===== src/rtl/fetch_unit.sv =====
// Instruction-fetch stage: PC register, single-outstanding instruction-memory
// handshake and the IF/ID pipeline register. Stall, flush and redirect control
// come from the hazard unit; responses to squashed requests are dropped.
//
// state  | meaning
// -------+-------------------------------------------------------------
// ISSUE  | drive im_req/im_addr=pc for one cycle
// WAIT   | request outstanding, response wanted
// HOLD   | response captured in hold_buf while IF/ID is stalled
// DROP   | request outstanding, response belongs to a squashed path
module fetch_unit #(
   parameter int                ADDR_W    = 32,
   parameter logic [ADDR_W-1:0] RESET_PC  = '0,
   parameter logic [31:0]       NOP_INSTR = 32'h0000_0013
) (
   input  logic              clk,
   input  logic              rst,
   input  logic              PCWrite,
   input  logic              IFID_RegWrite,
   input  logic              InstrFlush,
   input  logic [1:0]        BranchCtrl,
   input  logic [ADDR_W-1:0] pc_branch,
   input  logic [ADDR_W-1:0] pc_jalr,
   output logic              im_req,
   output logic [ADDR_W-1:0] im_addr,
   input  logic              im_rvalid,
   input  logic [31:0]       im_rdata,
   output logic [ADDR_W-1:0] IFID_pc,
   output logic [31:0]       IFID_instr,
   output logic              IFID_valid,
   output logic              fetch_busy
);

   typedef enum logic [1:0] {
      S_ISSUE = 2'd0,
      S_WAIT  = 2'd1,
      S_HOLD  = 2'd2,
      S_DROP  = 2'd3
   } state_t;

   state_t            state_q, state_d;
   logic [ADDR_W-1:0] pc_q, pc_d;
   logic [31:0]       hold_buf_q, hold_buf_d;
   logic [ADDR_W-1:0] ifid_pc_q, ifid_pc_d;
   logic [31:0]       ifid_instr_q, ifid_instr_d;
   logic              ifid_valid_q, ifid_valid_d;
   logic [ADDR_W-1:0] pc_plus4;

   assign pc_plus4 = pc_q + ADDR_W'(4);

   // Next-state, next-PC and IF/ID load decision; flush overrides every state.
   always_comb begin
      state_d      = state_q;
      pc_d         = pc_q;
      hold_buf_d   = hold_buf_q;
      ifid_pc_d    = ifid_pc_q;
      ifid_instr_d = ifid_instr_q;
      ifid_valid_d = ifid_valid_q;

      if (InstrFlush) begin
         ifid_pc_d    = '0;
         ifid_instr_d = NOP_INSTR;
         ifid_valid_d = 1'b0;
         hold_buf_d   = '0;
         case (BranchCtrl)
            2'b01:   pc_d = pc_branch;
            2'b10:   pc_d = pc_jalr;
            default: pc_d = pc_plus4;
         endcase
         // A request still in flight must have its response swallowed.
         if ((state_q == S_WAIT || state_q == S_DROP) && !im_rvalid) begin
            state_d = S_DROP;
         end else begin
            state_d = S_ISSUE;
         end
      end else begin
         case (state_q)
            S_ISSUE: begin
               state_d = S_WAIT;
               if (IFID_RegWrite) begin
                  ifid_pc_d    = '0;
                  ifid_instr_d = NOP_INSTR;
                  ifid_valid_d = 1'b0;
               end
            end
            S_WAIT: begin
               if (im_rvalid) begin
                  if (IFID_RegWrite) begin
                     ifid_pc_d    = pc_q;
                     ifid_instr_d = im_rdata;
                     ifid_valid_d = 1'b1;
                     if (PCWrite) pc_d = pc_plus4;
                     state_d = S_ISSUE;
                  end else begin
                     hold_buf_d = im_rdata;
                     state_d    = S_HOLD;
                  end
               end else if (IFID_RegWrite) begin
                  ifid_pc_d    = '0;
                  ifid_instr_d = NOP_INSTR;
                  ifid_valid_d = 1'b0;
               end
            end
            S_HOLD: begin
               if (IFID_RegWrite) begin
                  ifid_pc_d    = pc_q;
                  ifid_instr_d = hold_buf_q;
                  ifid_valid_d = 1'b1;
                  if (PCWrite) pc_d = pc_plus4;
                  state_d = S_ISSUE;
               end
            end
            S_DROP: begin
               if (im_rvalid) state_d = S_ISSUE;
               if (IFID_RegWrite) begin
                  ifid_pc_d    = '0;
                  ifid_instr_d = NOP_INSTR;
                  ifid_valid_d = 1'b0;
               end
            end
            default: state_d = S_ISSUE;
         endcase
      end
   end

   // State, PC, response buffer and IF/ID registers.
   always_ff @(posedge clk or negedge rst) begin
      if (!rst) begin
         state_q      <= S_ISSUE;
         pc_q         <= RESET_PC;
         hold_buf_q   <= '0;
         ifid_pc_q    <= '0;
         ifid_instr_q <= NOP_INSTR;
         ifid_valid_q <= 1'b0;
      end else begin
         state_q      <= state_d;
         pc_q         <= pc_d;
         hold_buf_q   <= hold_buf_d;
         ifid_pc_q    <= ifid_pc_d;
         ifid_instr_q <= ifid_instr_d;
         ifid_valid_q <= ifid_valid_d;
      end
   end

   // Request strobe and busy flag decode straight from state.
   always_comb begin
      im_req     = (state_q == S_ISSUE);
      im_addr    = pc_q;
      fetch_busy = (state_q == S_ISSUE) || (state_q == S_DROP) ||
                   ((state_q == S_WAIT) && !im_rvalid);
   end

   assign IFID_pc    = ifid_pc_q;
   assign IFID_instr = ifid_instr_q;
   assign IFID_valid = ifid_valid_q;

endmodule


===== config.mk =====
export PLATFORM = sky130hd
export DESIGN_NAME = fetch_unit
export DESIGN_NICKNAME = d
export VERILOG_FILES = /design/src/rtl/fetch_unit.sv
export SDC_FILE = /design/constraint.sdc
export NUM_CORES = 1
export LEC_CHECK = 0
export ABC_CLOCK_PERIOD_IN_PS = 6300
export CAP_MARGIN = 30
export CORE_MARGIN = 10
export CORE_UTILIZATION = 52
export DETAILED_ROUTE_END_ITERATION = 10
export HOLD_SLACK_MARGIN = 0.06
export PLACE_DENSITY = 0.87
export SLEW_MARGIN = 10
export SYNTH_ARGS = -nofsm -noshare
export SYNTH_HDL_FRONTEND = slang
export SYNTH_SLANG_ARGS = --single-unit

===== constraint.sdc =====
create_clock -name clk -period 6.3 [get_ports clk]
set_input_delay 0.945 -clock clk [delete_from_list [all_inputs] [get_ports clk]]
set_output_delay 0.945 -clock clk [all_outputs]
set_load 0.005 [all_outputs]

==> summary.md <==
| Metric | Value |
|---|---|
| Final period util | 60.4% |
| Average size of a mapped cell | approximately 9.4 µm² |
| Flop and latch count out of synthesis | around 130 |
| Worst Path Arrival | around 2.9 ns |
| Synth area leaders | dfrtp_1, a21oi_1, a22oi_1 |
| Post-Syn Area | about 7000 µm² |
| Internal reg-to-reg setup slack | approximately 3.3 ns |
| Detail Route Antenna Nets | 0 |
| Vias in the first global route | between 6,000 and 7,000 |
| Net count after synthesis | 851 |
| Post-synth top area share | 45.9% |
| Die ar. | approximately 18,000 µm² |
| TNS Setup | 0 ns |
| ANT cells | 0 |
| # port buffers | 202 |
| Biggest area consumer among synthesized cells | dfrtp_1 |
| Register area share after synthesis | 47.0% |
| Final WS setup | 2.49 ns |
| Register area | 3280 µm² |
| FMAX | 263 MHz |
| Count of warnings emitted by yosys | 0 |
| Final WL | approximately 23,000 µm |
| H-tree Lvls | 4 |
| Cells after DPL | approximately 1,100 |
| Root Driver | clkbuf_16 |
| Post-synthesis cell count | 740 |
| Layout Skew | roughly 0.0066 ns |
| Layout cell share with drive strength beyond 1 | under 10% |
| Wirelength per Cell | roughly 21 µm |
| Register-to-Register Path Depth | 7 |
| Area Growth Syn to Fin | 38.6% |
| Top_reg_cell synth | dfrtp_1 |
| Max_slew headroom | between 30% and 40% |
| Clock transition at path regs | 0.06 ns |
| # setup viols final | 0 |
| Crit path launch | im_rvalid |
| CP endpoint kind | output pin |
| Util after Layout | about 73% |
| Routability cong. | around 0.86 |
| End of the worst register-to-register path | im_addr[25] |
| Largest stage delay on the critical path | a little over 0.9 ns |
| Nature of the critical path startpoint | input pin |
| Reg2reg start | state_q[1] |
| GRT Total Usage | 24.1% |
| Leakage | between 0.003 and 0.004 µW |
| Ys async rst share | between 90% and 100% |
| Setup bufs post-CTS | 0 |
| CP Data Required Time | 5.35 ns |
| Layout filler cell count | 949 |
| Drt pass-1 iters | 5 |
| CP Max Fanout | 25 |
| Status | finished, final reports clean |
| Number of placed I/O pins | 203 |
| Vias | ~7,000 |
| Antenna violations before repair | 0 |
| RSZ-0062 raised after global routing | false |
| GRT overflow | 0 |
| Largest net degree at the start of global routing | 79 |
| Bufs on Longest Clock Path | 2 |
| Post-CTS sizing | 0 |
| Layout Nets | approximately 1,000 |
| Die Wd | ~140 µm |
| CTS Hold Buffers Added | 0 |
| Final Hold Viols | 0 |
| Hold Crit Class | reg -> reg |
| Hold slack | ~0.48 ns |
| Worst setup path class | in -> out |
| Peak supply drop | 0.238 mV |
| Min Clock Period, post-route | around 3.8 ns |
| Drt initial violations | 842 |
| First-pass GRT wire length | 35,900 µm |
| Pre-CTS WS | between 2 and 2.5 ns |
| Finished Layout Cells | 1,094 |
| # rows | between 40 and 50 |
| Core ar. | 13,200 µm² |
| Dpl hpwl | about 16,000 µm |
| Count leader, synth | dfrtp_1 |
| Vias per cell | 6.42 |
| Worst setup path end | fetch_busy |
| Die H | around 140 µm |
| Worst slew pin tran | between 1 and 1.5 ns |
| DRC errors left | 0 |
| Post-synth top cells | dfrtp_1, nand2_1, a21oi_1, nor2_1, clkbuf_1 |
| Synth unique cells | 59 |
| Max-cap check violation count | 0 |
| CTS Buf Count | 17 |
| Multi-input logic area | approximately 3400 µm² |
| Slew Limit Fails | 0 |
| Most used cell, CP | clkdlybuf4s50_1 |
| Pwr/cell area | between 300 and 400 nW/µm² |
| CTS tree | yes |
| Worst-Skew Late Latency | around 0.42 ns |
| Slowest-stage cell, CP | clkdlybuf4s50_1 |
| Number of flops mapped to enable cells by yosys | 0 |
| Initial Utilization | 52.9% |
| Crit-path cells | clkdlybuf4s50_1 > nand2b_1 > nand2_1 > clkdlybuf4s50_1 |
| Sink Count | between 100 and 150 |
==> worst min-delay path by stage <==
stage,startpoint,end,slack [ns],cells past startpoint
final,IFID_instr[21],IFID_instr[21],0.48,2
after floorplan,IFID_instr[10],IFID_instr[10],0.47,2
after detailed placement,IFID_instr[21],IFID_instr[21],0.47,2
after CTS,IFID_instr[21],IFID_instr[21],0.48,2
after global routing,IFID_instr[20],IFID_instr[20],0.50,2
after global placement,IFID_instr[22],IFID_instr[22],0.46,2
==> critical path: cells and delay by family <==
| kind | cells | cell delay, ns |
|---|---|---|
| buffers and inverters | 2 | 1.43 |
| and+or+nand+nor | 2 | 0.49 |
==> routing by layer <==
layer  part of all wire [%]  GRT usage, %  vias to the layer above
met5                      0             0                        -
li1                       -             -                     3177
met2                     48          37.7                      348
met3                    8.7          6.16                       38
met1                     41          32.0                     3464
met4                    1.8          7.66                        0
==> per-stage QoR <==
stage	total power, µW	cell area, µm²
finish	3320	9670
global route	3490	9670
detailed placement	2380	9090
CTS	3320	9660
floorplan	1770	6980
global placement	2340	9020
==> cell families (layout without fill, tap and decap cells) <==
logic type	Yosys count	in the layout	synth area share, %
XOR/XNOR	4	4	0.502
buffers and inverters	81	259	4.57
flip-flops	131	131	47.0
AO/OA/AOI/OAI	298	298	30.9
multiplexers	1	1	0.143
adder cells (fa/ha/maj)	7	7	1.26
AND/OR/NAND/NOR	218	218	15.6
==> registers in the layout, indices dropped and copies added, names as in the netlist <==
| signal | count |
|---|---|
| im_addr | 32 |
| hold_buf_q | 32 |
| IFID_instr | 32 |
| IFID_valid | 1 |
| IFID_pc | 32 |
| state_q | 2 |
==> power by group <==
| part | leakage [µW] | switching (µW) | total (µW) | internal [µW] |
|---|---|---|---|---|
| combinational | 0.00196 | 570 | 1150 | 585 |
| clock | 0.000272 | 374 | 936 | 563 |
| sequential | 0.00172 | 203 | 1230 | 1020 |
==> final cells by class <==
type	instances	share of cell area (%)
multi-input combinational	528	35.0
clock buffer	20	4.72
clock inverter	12	1.11
timing repair buffer	219	22.7
inverter	8	0.310
sequential	131	33.9
tap	176	2.28
==> layout by cell type (no fill, tap or decap), types with 11 or more instances in the layout <==
cell               n
clkdlybuf4s50_1  200
o31ai_1           15
a22oi_1           41
nand4_1           11
and3_1            16
dfrtp_1          128
nand3_1           11
o21ai_0           29
a21oi_1           72
o41ai_1           11
a22o_1            29
nand2_1           74
clkbuf_16         17
o22a_1            11
nor2_1            69
a311oi_1          19
a221oi_1          21
buf_4             12
Note: power is estimated with default switching activity, not from simulation.
